File: src/rtl/hashtable_pkg.sv
// Shared request encoding for the hash-table pipeline: operation codes and the
// request record exchanged between the issue stage and the controller.
package hashtable_pkg;

  localparam logic [1:0] NOTHING = 2'b00;
  localparam logic [1:0] READ    = 2'b01;
  localparam logic [1:0] WRITE   = 2'b10;
  localparam logic [1:0] DELETE  = 2'b11;

  localparam int REQ_KEY_WIDTH  = 2;
  localparam int REQ_DATA_WIDTH = 32;

  typedef struct packed {
    logic [REQ_KEY_WIDTH-1:0]  key;
    logic [REQ_DATA_WIDTH-1:0] data;
    logic [1:0]                op;
  } req_t;

  // Writes and deletes modify table memory and can create read-after-write hazards.
  function automatic logic is_update(input logic [1:0] op);
    return (op == WRITE) || (op == DELETE);
  endfunction

endpackage

File: src/rtl/sync_fifo.sv
// Single-clock FIFO with occupancy count; push is ignored when full, pop when empty.
module sync_fifo #(
  parameter int WIDTH = 8,
  parameter int DEPTH = 4
) (
  input  logic                     clk,
  input  logic                     reset,
  input  logic                     push_i,
  input  logic                     pop_i,
  input  logic [WIDTH-1:0]         wdata_i,
  output logic [WIDTH-1:0]         rdata_o,
  output logic [$clog2(DEPTH):0]   count_o,
  output logic                     full_o,
  output logic                     empty_o
);

  localparam int AW    = $clog2(DEPTH);
  localparam int CNT_W = AW + 1;

  logic [WIDTH-1:0] mem_q [DEPTH];
  logic [AW-1:0]    wr_ptr_q, wr_ptr_d;
  logic [AW-1:0]    rd_ptr_q, rd_ptr_d;
  logic [CNT_W-1:0] count_q, count_d;
  logic             do_push, do_pop;

  assign full_o  = (count_q == CNT_W'(DEPTH));
  assign empty_o = (count_q == '0);
  assign do_push = push_i && !full_o;
  assign do_pop  = pop_i && !empty_o;
  assign rdata_o = mem_q[rd_ptr_q];
  assign count_o = count_q;

  always_comb begin
    wr_ptr_d = do_push ? wr_ptr_q + AW'(1) : wr_ptr_q;
    rd_ptr_d = do_pop  ? rd_ptr_q + AW'(1) : rd_ptr_q;
    count_d  = count_q;
    if (do_push && !do_pop) count_d = count_q + CNT_W'(1);
    if (do_pop && !do_push) count_d = count_q - CNT_W'(1);
  end

  always_ff @(posedge clk or posedge reset) begin
    if (reset) begin
      wr_ptr_q <= '0;
      rd_ptr_q <= '0;
      count_q  <= '0;
    end else begin
      wr_ptr_q <= wr_ptr_d;
      rd_ptr_q <= rd_ptr_d;
      count_q  <= count_d;
    end
  end

  // Storage needs no reset: the count alone decides what is valid.
  always_ff @(posedge clk) begin
    if (do_push) mem_q[wr_ptr_q] <= wdata_i;
  end

endmodule

File: src/rtl/request_issue_stage.sv
// Request issue stage: queues requests, issues table reads and presents each request
// to the controller one cycle later, stalling while a conflicting update is in flight.
module request_issue_stage
  import hashtable_pkg::*;
#(
  parameter int KEY_WIDTH           = 2,
  parameter int DATA_WIDTH          = 32,
  parameter int NUMBER_OF_TABLES    = 3,
  parameter int BUCKET_SIZE         = 1,
  parameter int HASH_TABLE_MAX_SIZE = 2,
  parameter int FIFO_DEPTH          = 4
) (
  input  logic                                                        clk,
  input  logic                                                        reset,
  input  logic                                                        req_valid_i,
  output logic                                                        req_ready_o,
  input  logic [KEY_WIDTH-1:0]                                        req_key_i,
  input  logic [DATA_WIDTH-1:0]                                       req_data_i,
  input  logic [1:0]                                                  req_op_i,
  output logic [KEY_WIDTH-1:0]                                        hash_key_o,
  input  logic [HASH_TABLE_MAX_SIZE*NUMBER_OF_TABLES-1:0]             hash_adr_i,
  output logic                                                        mem_rd_en_o,
  output logic [HASH_TABLE_MAX_SIZE*NUMBER_OF_TABLES-1:0]             mem_rd_adr_o,
  input  logic [(KEY_WIDTH+DATA_WIDTH)*BUCKET_SIZE*NUMBER_OF_TABLES-1:0] mem_content_i,
  input  logic [BUCKET_SIZE*NUMBER_OF_TABLES-1:0]                     mem_valid_i,
  output logic [KEY_WIDTH-1:0]                                        key_o,
  output logic [DATA_WIDTH-1:0]                                       data_o,
  output logic [1:0]                                                  op_o,
  output logic [HASH_TABLE_MAX_SIZE*NUMBER_OF_TABLES-1:0]             hash_adr_o,
  output logic [(KEY_WIDTH+DATA_WIDTH)*BUCKET_SIZE*NUMBER_OF_TABLES-1:0] read_out_content_o,
  output logic [BUCKET_SIZE*NUMBER_OF_TABLES-1:0]                     valid_flags_o,
  output logic [$clog2(FIFO_DEPTH):0]                                 fifo_count_o,
  output logic [15:0]                                                 stall_cnt_o
);

  localparam int ADR_W = HASH_TABLE_MAX_SIZE * NUMBER_OF_TABLES;
  localparam int REQ_W = KEY_WIDTH + DATA_WIDTH + 2;

  typedef struct packed {
    logic [KEY_WIDTH-1:0]  key;
    logic [DATA_WIDTH-1:0] data;
    logic [1:0]            op;
  } fifo_req_t;

  fifo_req_t        in_req, head;
  logic [REQ_W-1:0] head_w;
  logic             fifo_full, fifo_empty;
  logic             push, issue, hazard, adr_hit;

  logic                  s1_valid_q, s1_valid_d;
  logic [1:0]            s1_op_q, s1_op_d;
  logic [KEY_WIDTH-1:0]  s1_key_q, s1_key_d;
  logic [DATA_WIDTH-1:0] s1_data_q, s1_data_d;
  logic [ADR_W-1:0]      s1_adr_q, s1_adr_d;
  logic [15:0]           stall_cnt_q, stall_cnt_d;

  assign in_req      = '{key: req_key_i, data: req_data_i, op: req_op_i};
  assign req_ready_o = !fifo_full;
  assign push        = req_valid_i && req_ready_o && (req_op_i != NOTHING);
  assign head        = head_w;

  sync_fifo #(
    .WIDTH (REQ_W),
    .DEPTH (FIFO_DEPTH)
  ) u_fifo (
    .clk     (clk),
    .reset   (reset),
    .push_i  (push),
    .pop_i   (issue),
    .wdata_i (in_req),
    .rdata_o (head_w),
    .count_o (fifo_count_o),
    .full_o  (fifo_full),
    .empty_o (fifo_empty)
  );

  always_comb begin
    adr_hit = 1'b0;
    for (int i = 0; i < NUMBER_OF_TABLES; i++) begin
      if (hash_adr_i[i*HASH_TABLE_MAX_SIZE +: HASH_TABLE_MAX_SIZE] ==
          s1_adr_q[i*HASH_TABLE_MAX_SIZE +: HASH_TABLE_MAX_SIZE])
        adr_hit = 1'b1;
    end
  end

  // An update in S1 is written at the end of this cycle, so a matching read must wait one cycle.
  assign hazard = s1_valid_q && is_update(s1_op_q) && ((head.key == s1_key_q) || adr_hit);
  assign issue  = !fifo_empty && !hazard;

  assign hash_key_o   = fifo_empty ? '0 : head.key;
  assign mem_rd_en_o  = issue;
  assign mem_rd_adr_o = hash_adr_i;

  always_comb begin
    s1_valid_d  = issue;
    s1_op_d     = issue ? head.op   : NOTHING;
    s1_key_d    = issue ? head.key  : s1_key_q;
    s1_data_d   = issue ? head.data : s1_data_q;
    s1_adr_d    = issue ? hash_adr_i : s1_adr_q;
    stall_cnt_d = stall_cnt_q;
    if (!fifo_empty && hazard && (stall_cnt_q != 16'hFFFF))
      stall_cnt_d = stall_cnt_q + 16'd1;
  end

  always_ff @(posedge clk or posedge reset) begin
    if (reset) begin
      s1_valid_q  <= 1'b0;
      s1_op_q     <= NOTHING;
      s1_key_q    <= '0;
      s1_data_q   <= '0;
      s1_adr_q    <= '0;
      stall_cnt_q <= '0;
    end else begin
      s1_valid_q  <= s1_valid_d;
      s1_op_q     <= s1_op_d;
      s1_key_q    <= s1_key_d;
      s1_data_q   <= s1_data_d;
      s1_adr_q    <= s1_adr_d;
      stall_cnt_q <= stall_cnt_d;
    end
  end

  assign key_o              = s1_key_q;
  assign data_o             = s1_data_q;
  assign op_o               = s1_op_q;
  assign hash_adr_o         = s1_adr_q;
  assign read_out_content_o = mem_content_i;
  assign valid_flags_o      = mem_valid_i;
  assign stall_cnt_o        = stall_cnt_q;

endmodule
File: config.mk
export PLATFORM = sky130hd
export DESIGN_NAME = request_issue_stage
export DESIGN_NICKNAME = d
export VERILOG_FILES = /design/src/rtl/hashtable_pkg.sv /design/src/rtl/sync_fifo.sv /design/src/rtl/request_issue_stage.sv
export SDC_FILE = /design/constraint.sdc
export NUM_CORES = 1
export LEC_CHECK = 0
export CORE_ASPECT_RATIO = 0.5
export CORE_MARGIN = 3
export CORE_UTILIZATION = 41
export CTS_CLUSTER_SIZE = 30
export DETAILED_ROUTE_END_ITERATION = 6
export PLACE_DENSITY_LB_ADDON = 0.12
export SLEW_MARGIN = 10
export SYNTH_ARGS = -nofsm -noshare
export SYNTH_HDL_FRONTEND = slang
export SYNTH_SLANG_ARGS = --single-unit
File: constraint.sdc
create_clock -name clk -period 3.4 [get_ports clk]
set_clock_uncertainty 0.2 [all_clocks]
set_input_delay 0.34 -clock clk [delete_from_list [all_inputs] [get_ports clk]]
set_output_delay 0.34 -clock clk [all_outputs]
set_load 0.05 [all_outputs]
# Word level (Yosys, flattened, before mapping)
# Memories as Yosys holds them, arrays and structs flattened.
# Cells that the tools add are included.
# op_classes
muxes,9
n_reduce_logical,21
n_shift,0
magnitude_cmp,0
n_bitwise,0
div_mod_pow,0
eq_ne,8
multipliers,0
add_sub_neg,5
# op_table
cell,count
$add A16 B1 Y16 const B,1
$ne A16 B16 Y1 const B,1
$logic_and A1 B1 Y1,11
$eq A2 B2 Y1,4
$mux W3,2
$logic_not A1 Y1,5
$mux W1,5
$add A2 B1 Y2 const B,2
$eq A2 B2 Y1 const B,2
$mux W2,2
$reduce_bool A2 Y1,2
$add A3 B1 Y3 const B,1
$eq A3 B3 Y1 const B,1
$logic_not A3 Y1,1
$sub A3 B1 Y3 const B,1
$logic_or A1 B1 Y1,2
# totals
word_cells,53
ff_bits,66
output_inout_bits,176
mem_bits_ro,0
latchBits,0
ram_bits,144
in_bits,150
n_memories,1
# mem_list
name,words,width,rd,rd_clocked_by_memory_dff,write_ports,line_no,rtl
u_fifo.mem_q,4,36,1,0,1,sync_fifo.sv:20,logic [WIDTH-1:0] mem_q [DEPTH];

# Depth between registers and ports, before layout
# Gate-level depths: netlist (run 1).
# logic_depth
ltp_word,13
depth_mapped,12
depth_no_buf,10

# By module
# From an unflattened synthesis (run 1), not the netlist that was laid out.
# unflattened
cells_unflattened,519
area_unflattened_um2,9032.4
# by_module_without_submodules
mod,n_inst,cells_per_inst,area_per_inst_um2
sync_fifo,1,226,5639.2
request_issue_stage,1,293,3393.3

# Least setup slack after synthesis (run 1)
# No wires, ideal clock.
# synth_path
path_type,flip-flop to flip-flop
start,reg u_fifo.rd_ptr_q[0]
end,reg u_fifo.count_q[2] (netlist: u_fifo.count_o[2])
setup_slack_ps,162
stages_incl_launch_ff,13
t_arrival_ps,2892
path_buffers,2
required_time_ps,3054
path_cell_list,dfrtp_1 -> buf_6 -> mux4_2 -> xnor2_1 -> a221oi_4 -> o21ai_4 -> buf_6 -> inv_1 -> ha_1 -> fa_1 -> xnor2_1 -> nor2_1 -> xor2_1
# synth_via
elab_chain_len,10
# synth_lines
item,line_no,rtl
start: declaration,sync_fifo.sv:22,"logic [AW-1:0] rd_ptr_q, rd_ptr_d;"
start signal: assignment,sync_fifo.sv:48,rd_ptr_q <= rd_ptr_d;
$mem_v2 Z4 W36 (*),--,
$eq A2 B2 Y1 (*),request_issue_stage.sv:87,assign hazard = s1_valid_q && is_update(s1_op_q) && ((head.key == s1_key_q) || adr_hit);
$logic_or A1 B1 Y1 (*),request_issue_stage.sv:87,
$logic_and A1 B1 Y1 (*),request_issue_stage.sv:87,
$logic_not A1 Y1 (*),request_issue_stage.sv:88,assign issue = !fifo_empty && !hazard;
$logic_and A1 B1 Y1 (*),request_issue_stage.sv:88,
$logic_and A1 B1 Y1 (*),sync_fifo.sv:29,assign do_pop = pop_i && !empty_o;
$logic_not A1 Y1,sync_fifo.sv:37,if (do_push && !do_pop) count_d = count_q + CNT_W'(1);
$logic_and A1 B1 Y1,sync_fifo.sv:37,
$reduce_bool A2 Y1 (no line),--,
end signal: assignment,sync_fifo.sv:49,count_q <= count_d;
end: declaration,sync_fifo.sv:23,"logic [CNT_W-1:0] count_q, count_d;"
# Every way passes the cells marked *; elsewhere a longest branch is shown, timed or not.
# A chain may end at the register's enable or synchronous reset.

# Worst setup path in the final report (run 1)
# layout_path
start,reg u_fifo.rd_ptr_q[0]
end,out mem_rd_en_o
# layout_via
elab_chain_len,6
# layout_lines
item,line_no,rtl
$mem_v2 Z4 W36,--,
$eq A2 B2 Y1,request_issue_stage.sv:87,
$logic_or A1 B1 Y1,request_issue_stage.sv:87,
$logic_and A1 B1 Y1,request_issue_stage.sv:87,
$logic_not A1 Y1,request_issue_stage.sv:88,
$logic_and A1 B1 Y1,request_issue_stage.sv:88,
end: declaration,request_issue_stage.sv:22,"output logic mem_rd_en_o,"
# Every way passes these cells.

==> impl_summary.log, run 1 <==
INFO  metric outcome = finished clean
INFO  metric ctsLongestPathBuffers = 3
INFO  metric area_growth = 15.7%
INFO  metric totalPowerFinal = 11.1 mW
INFO  metric p_leak = 3.74 nW
INFO  metric worst_slew_margin_rel = 46.6%
INFO  metric io-pin-count = 326
INFO  metric final_cell_mix = edfxtp_1 (144), clkdlybuf4s50_1 (114), dfrtp_1 (64)
INFO  metric share_of_power_burned_in_registers = 34.8%
INFO  metric path_clk_slew = 70 ps
INFO  metric grt_util_all_layers = 20.2%
INFO  metric drv_cap = 0
INFO  metric cts.htree.levels = 1
INFO  metric layout.filler_cells = 1,776
INFO  metric synth_mux_area_share = 15.6%
INFO  metric synthDistinctLibCells = 36
INFO  metric post_cts_hold_buffer_count = 0
INFO  metric dp_cells = 807
INFO  metric synthSimpleGateAreaFrac = 3.38%
INFO  metric cp.required = 2860 ps
INFO  metric synth-main-ff-cell = edfxtp_1
INFO  metric fin_nets = 694
INFO  metric post-route-drc-count = 0
INFO  metric postSynthNetCount = 673
INFO  metric share_clk_of_total_power = 20.3%
INFO  metric largest_family_of_logic_cells_by_synthesized_area = multiplexers
INFO  metric hold_class = in -> async
INFO  metric post-route-period-util = 95.4%
INFO  metric wire_length_per_cell_after_detailed_routing = 29.2 µm
INFO  metric num_vias = 4,309
INFO  metric horiz_die_dim = 216 µm
INFO  metric final_common_cell = edfxtp_1
INFO  metric cts_setup_buffers = 0
INFO  metric maximum_number_of_pins_on_one_net_before_global_route_repair = 45
INFO  metric num_antenna_cells = 0
INFO  metric timing.final.hold_violations = 0
INFO  metric drt-vias-per-instance = 5.11
INFO  metric synth_async_sr_flop_share = 31.4%
INFO  metric sw_frac_of_total = 37.5%
INFO  metric place.gp.congestion = 0.874
INFO  metric cts.root.buffer_cell = clkbuf_16
INFO  metric power_switching = 4.15 mW
INFO  metric synthXorXnorAreaFrac = 2.80%
INFO  metric chipHeight = 111 µm
INFO  metric dieArea = 24,100 µm²
INFO  metric first_global_vias = 4,564
INFO  metric cts-buffers-inserted = 20
INFO  metric worstMarginPinSlew = 801 ps
INFO  metric worstPathMaxFanout = 44
INFO  metric start_util = 43.0%
INFO  metric overflow = 0
INFO  metric crit_path_top_delay_cell = mux4_2
INFO  metric drt.antenna.violating_nets = 0
INFO  metric grt_pass1_wl = 35.2 mm
INFO  metric vdd.ir_drop.worst = 0.000431 V
INFO  metric combPwrFrac = 44.9%
INFO  metric grt_setup_unrepaired = no
INFO  metric reg2reg_depth = 10
INFO  metric setup_slack = 155 ps
INFO  metric final_cell_count_no_fill = 843
INFO  metric report.final.setup_viol = 0
INFO  metric synth_compound_gate_area_share = 0.882%
INFO  metric first_drt_iteration_drcs = 196
INFO  metric core_area = 21,100 µm²
INFO  metric critical_path_class = reg -> out
INFO  metric place_hpwl = 17.7 mm
INFO  metric clock_latency = 490 ps
INFO  metric dr.pass1.iters = 4
INFO  metric postCtsResizedCells = 0
INFO  metric portbufs = 115
INFO  metric finalSetupTns = 0 ps
INFO  metric critical_path_arrival = 2710 ps
INFO  metric worst_r2r_startpoint = u_fifo.rd_ptr_q[0]
INFO  metric r2r_setup_slack = 550 ps
INFO  metric drv_slew = 0
INFO  metric synthesis.area = 9070 µm²
INFO  metric critical_path.cell_chain = mux4_2 -> xnor2_1 -> a221oi_4 -> o21ai_4 -> buf_12 -> inv_1 -> buf_12
INFO  metric row_count = 37
INFO  metric cp-end-kind = output port
INFO  metric delay_of_the_slowest_cell_on_the_worst_path = 530 ps
INFO  metric synth-seq-cells = 210
INFO  metric synth_enable_flop_cells = 144
INFO  metric clkSinkCount = 210
INFO  metric holdWs = 30.8 ps
INFO  metric critPathLaunchType = flip-flop
INFO  metric routed_wl = 24.6 mm
INFO  metric period_minus_slack = 3250 ps
INFO  metric final_layout_size_suffix_gt1_share = 23.0%
INFO  metric p_int = 6.92 mW
INFO  metric seq_area_frac_synth = 65.8%
INFO  metric critPathMostFrequentCell = buf_12
INFO  metric r2r_end = u_fifo.count_o[2]
INFO  metric cellPowerDensity = 1050 nW/µm²
INFO  metric tritoncts = yes
INFO  metric number_of_synthesis_warnings = 0
INFO  metric postSynthCellCount = 516
INFO  metric pre_cts_slack = 525 ps
INFO  metric maxClockFrequency = 308 MHz
INFO  metric synth_fa_ha_area_share = 1.05%
INFO  metric antenna_found_initial = 0
INFO  metric syn-mean-instance-area = 17.6 µm²
worst max-delay path by stage:
stage	start	end	slack [ps]	depth (start not counted)
2_1_floorplan	u_fifo.rd_ptr_q[0]	u_fifo.count_o[2]	160	12
3_3_place_gp	hash_adr_i[1]	u_fifo.count_o[2]	520	11
3_5_place_dp	hash_adr_i[1]	u_fifo.count_o[2]	520	11
4_1_cts	u_fifo.rd_ptr_q[0]	mem_rd_en_o	120	7
5_1_grt	u_fifo.rd_ptr_q[0]	mem_rd_en_o	3	7
6_report	u_fifo.rd_ptr_q[0]	mem_rd_en_o	150	7
cell type report:
class	instances	area (µm²)	area share, %
repair buffers	125	1310	12.5
clock inverters	4	60.1	0.572
multi-input cells	174	2150	20.5
flip-flops and latches	210	5980	57.0
clock buffers	32	606	5.77
well taps	292	365	3.48
inverters	6	23.8	0.226
per-layer routing:
metal  share of wire (%)  track usage, %
met1                  35            21.7
met2                  45            31.0
met3                  18            16.9
met4                 1.8            3.84
met5                   0           0.208
state kept, by name, indices dropped and copies added, names as in the netlist:
signal / cells
u_fifo.mem_q: 144
s1_valid_q: 1
u_fifo.rd_ptr_q: 2
hash_adr_o: 6
key_o: 2
data_o: 32
u_fifo.wr_ptr_q: 2
stall_cnt_o: 16
op_o: 2
u_fifo.count_o: 3
per-stage QoR:
stage,util [%],area [µm²]
3_5_place_dp,46.6,9830
5_1_grt,49.7,10500
4_1_cts,49.7,10500
3_3_place_gp,46.6,9830
6_report,49.7,10500
2_1_floorplan,-,9070
cells in the mapped netlist, types with 2 or more instances:
cell type / number / share of area [%]
and2_1: 8 / 0.55
xnor2_1: 9 / 0.87
edfxtp_1: 144 / 48
nor2_1: 4 / 0.17
inv_1: 6 / 0.25
dfrtp_1: 66 / 18
and4_1: 2 / 0.19
nand2_1: 7 / 0.29
ha_1: 6 / 0.83
nand4_1: 7 / 0.48
mux4_2: 36 / 8.9
nor4b_1: 3 / 0.29
mux2_4: 34 / 5.6
clkbuf_1: 8 / 0.33
o21ai_0: 2 / 0.11
buf_2: 2 / 0.11
nor4_1: 10 / 0.69
buf_6: 5 / 0.62
buf_4: 111 / 9.2
mux2_2: 7 / 0.87
nand3_1: 4 / 0.22
nor2b_1: 2 / 0.14
xor2_1: 20 / 1.9
logic make-up (layout without fill, tap and decap cells):
logic type / count (synthesis) / count (layout)
AO/OA/AOI/OAI: 8 / 8
XOR/XNOR: 29 / 29
adder cells (fa/ha/maj): 7 / 7
buffers and inverters: 132 / 167
flip-flops: 210 / 210
multiplexers: 78 / 78
AND/OR/NAND/NOR: 52 / 52
power by group through the flow:
stage               logic, mW  registers [mW]  clock network [mW]
detailed placement       5.04            3.90                   0
global route             5.27            3.94                2.41
floorplan                2.84            4.94                   0
finish                   4.97            3.86                2.24
CTS                      5.05            3.86                2.30
global placement         5.03            3.90                   0
worst max-delay path, delay by kind of cell (launching register included):
family | cells | cell delay (ps)
flip-flops | 1 | 390
AO/OA/AOI/OAI | 2 | 320
XOR/XNOR | 1 | 250
buffers and inverters | 3 | 640
multiplexers | 1 | 530
Note: power is estimated with default switching activity, not from simulation.
==> run 2: changes to the inputs <==
Settings changed: CORE_UTILIZATION 41 to 42, CTS_BUF_LIST from default to sky130_fd_sc_hd__clkbuf_2 sky130_fd_sc_hd__clkbuf_4 sky130_fd_sc_hd__clkbuf_8.
==> impl_summary.log, run 2 (synthesized netlist as in run 1, its figures left out) <==
INFO  metric outcome = finished clean
INFO  metric power_switching = 4.18 mW
INFO  metric grt_util_all_layers = 20.0%
INFO  metric max_flop_register = u_fifo.mem_q
INFO  metric chipHeight = 110 µm
INFO  metric layout.filler_cells = 1,739
INFO  metric dr.pass1.iters = 5
INFO  metric portbufs = 115
INFO  metric drv_cap = 0
INFO  metric setup_slack = 134 ps
INFO  metric routed_wl = 24.1 mm
INFO  metric tritoncts = yes
INFO  metric timing.final.hold_violations = 0
INFO  metric drt-vias-per-instance = 5.08
INFO  metric num_vias = 4,386
INFO  metric drt.antenna.violating_nets = 0
INFO  metric multi_input_comb_area = 2160 µm²
INFO  metric post_cts_hold_buffer_count = 0
INFO  metric fin_nets = 706
INFO  metric first_drt_iteration_drcs = 199
INFO  metric ctsLongestPathBuffers = 3
INFO  metric horiz_die_dim = 214 µm
INFO  metric largest_register_ff_count = 144
INFO  metric wire_length_per_cell_after_detailed_routing = 27.9 µm
INFO  metric dieArea = 23,500 µm²
INFO  metric report.final.setup_viol = 0
INFO  metric crit_path_top_delay_cell = mux4_2
INFO  metric cp_top_family = multiplexers
INFO  metric share_of_power_burned_in_registers = 35.2%
INFO  metric antenna_found_initial = 2
INFO  metric drv_slew = 0
INFO  metric critPathLaunchType = flip-flop
INFO  metric cts.root.buffer_cell = clkbuf_8
INFO  metric core_area = 20,900 µm²
INFO  metric period_minus_slack = 3270 ps
INFO  metric final_common_cell = edfxtp_1
INFO  metric holdWs = 52.8 ps
INFO  metric maximum_number_of_pins_on_one_net_before_global_route_repair = 46
INFO  metric first_global_vias = 4,592
INFO  metric cts_setup_buffers = 0
INFO  metric hold_class = in -> async
INFO  metric critical_path_class = reg -> out
INFO  metric path_clk_slew = 70 ps
INFO  metric area_growth = 15.3%
INFO  metric grt_pass1_wl = 33.5 mm
INFO  metric worst_slew_margin_rel = 38.4%
INFO  metric buffers_plus_inverters_on_the_worst_setup_path = 3
INFO  metric p_leak = 3.76 nW
INFO  metric vdd.ir_drop.worst = 0.000459 V
INFO  metric combPwrFrac = 46.9%
INFO  metric cts-buffers-inserted = 29
INFO  metric cellPowerDensity = 1040 nW/µm²
INFO  metric critical_path.cell_chain = mux4_2 -> xnor2_1 -> a221oi_4 -> o21ai_4 -> buf_12 -> inv_1 -> buf_12
INFO  metric finalSetupTns = 0 ps
INFO  metric final_core_util = 50.1%
INFO  metric final_cell_count_no_fill = 863
INFO  metric sw_frac_of_total = 38.3%
INFO  metric final_layout_size_suffix_gt1_share = 26.4%
INFO  metric io-pin-count = 326
INFO  metric critPathMostFrequentCell = buf_12
INFO  metric worst_r2r_startpoint = u_fifo.rd_ptr_q[0]
INFO  metric pre_cts_slack = 496 ps
INFO  metric r2r_setup_slack = 430 ps
INFO  metric cp.required = 2860 ps
INFO  metric finish.instance_area = 10,500 µm²
INFO  metric share_clk_of_total_power = 17.9%
INFO  metric post-route-period-util = 96.1%
INFO  metric reg2reg_depth = 10
INFO  metric combined_flip_flop_and_latch_cell_area = 5980 µm²
INFO  metric p_int = 6.72 mW
INFO  metric place.gp.congestion = 0.812
INFO  metric num_antenna_cells = 0
INFO  metric place_hpwl = 16.9 mm
INFO  metric grt_setup_unrepaired = no
INFO  metric cts.htree.levels = 1
INFO  metric overflow = 0
INFO  metric critical_path_arrival = 2730 ps
INFO  metric clkSinkCount = 210
INFO  metric placedInstanceArea = 9830 µm²
INFO  metric r2r_end = u_fifo.count_o[2]
INFO  metric maxClockFrequency = 306 MHz
INFO  metric delay_of_the_slowest_cell_on_the_worst_path = 540 ps
INFO  metric row_count = 37
INFO  metric worstPathMaxFanout = 22
INFO  metric start_util = 43.5%
INFO  metric cp-end-kind = output port
INFO  metric worstMarginPinSlew = 923 ps
INFO  metric totalPowerFinal = 10.9 mW
INFO  metric clock_latency = 580 ps
INFO  metric final_cell_mix = edfxtp_1 (144), clkdlybuf4s50_1 (114), dfrtp_1 (64)
INFO  metric dp_cells = 809
INFO  metric post-route-drc-count = 0
run 2: cell types whose count changed in the layout (fill, tap and decap cells not counted), sizes merged:
cell | previous run | this run
clkbuf | 32 | 44
clkinv | 4 | 9
bufinv | 1 | 0
bufbuf | 0 | 1
clkinvlp | 0 | 1
buf | 11 | 13
run 2: cell type report:
class | instances | area share (%)
inverter | 6 | 0.227
clock buffer | 44 | 5.19
timing repair buffer | 128 | 12.9
multi-input combinational | 174 | 20.6
tap | 292 | 3.49
sequential | 210 | 57.2
clock inverter | 9 | 0.419
run 2: worst register-to-register path, stage by stage (launching register included):
cell and delay (ps):
dfrtp_2 410, mux4_2 540, xnor2_1 260, a221oi_4 130, o21ai_4 250, inv_1 80
ha_1 220, fa_1 380, xnor2_1 170, nor2_1 70, xor2_1 130
run 2: layer usage:
metal / global-route usage [%] / vias up / part of all wire (%)
li1: - / 1887 / -
met1: 23.1 / 2207 / 36
met2: 30.3 / 255 / 45
met3: 15.1 / 33 / 17
met4: 3.53 / 4 / 1.4
met5: 0 / - / 0.11
run 2: how the worst max path moves through the flow:
stage | startpoint | to | cells after the start
6_report | u_fifo.rd_ptr_q[0] | mem_rd_en_o | 7
5_1_grt | u_fifo.rd_ptr_q[0] | mem_rd_en_o | 7
4_1_cts | u_fifo.rd_ptr_q[0] | mem_rd_en_o | 7
3_5_place_dp | hash_adr_i[1] | u_fifo.count_o[2] | 11
3_3_place_gp | hash_adr_i[1] | u_fifo.count_o[2] | 11
2_1_floorplan | u_fifo.rd_ptr_q[0] | u_fifo.count_o[2] | 12
run 2: power by group through the flow:
stage | Sequential [mW] | Clock, mW | Combinational (mW)
global route | 3.92 | 2.14 | 5.42
finish | 3.84 | 1.95 | 5.11
global placement | 3.88 | 0 | 5.05
detailed placement | 3.88 | 0 | 5.06
CTS | 3.84 | 2.02 | 5.18
floorplan | 4.94 | 0 | 2.84
run 2: what timing repair did:
| item | in CTS | in global routing |
|---|---|---|
| endpoints found under the setup margin | 1 | 1 |
| resized for setup | 0 | 1 |
| pin swaps | 0 | 0 |
| gates cloned | 1 | 0 |
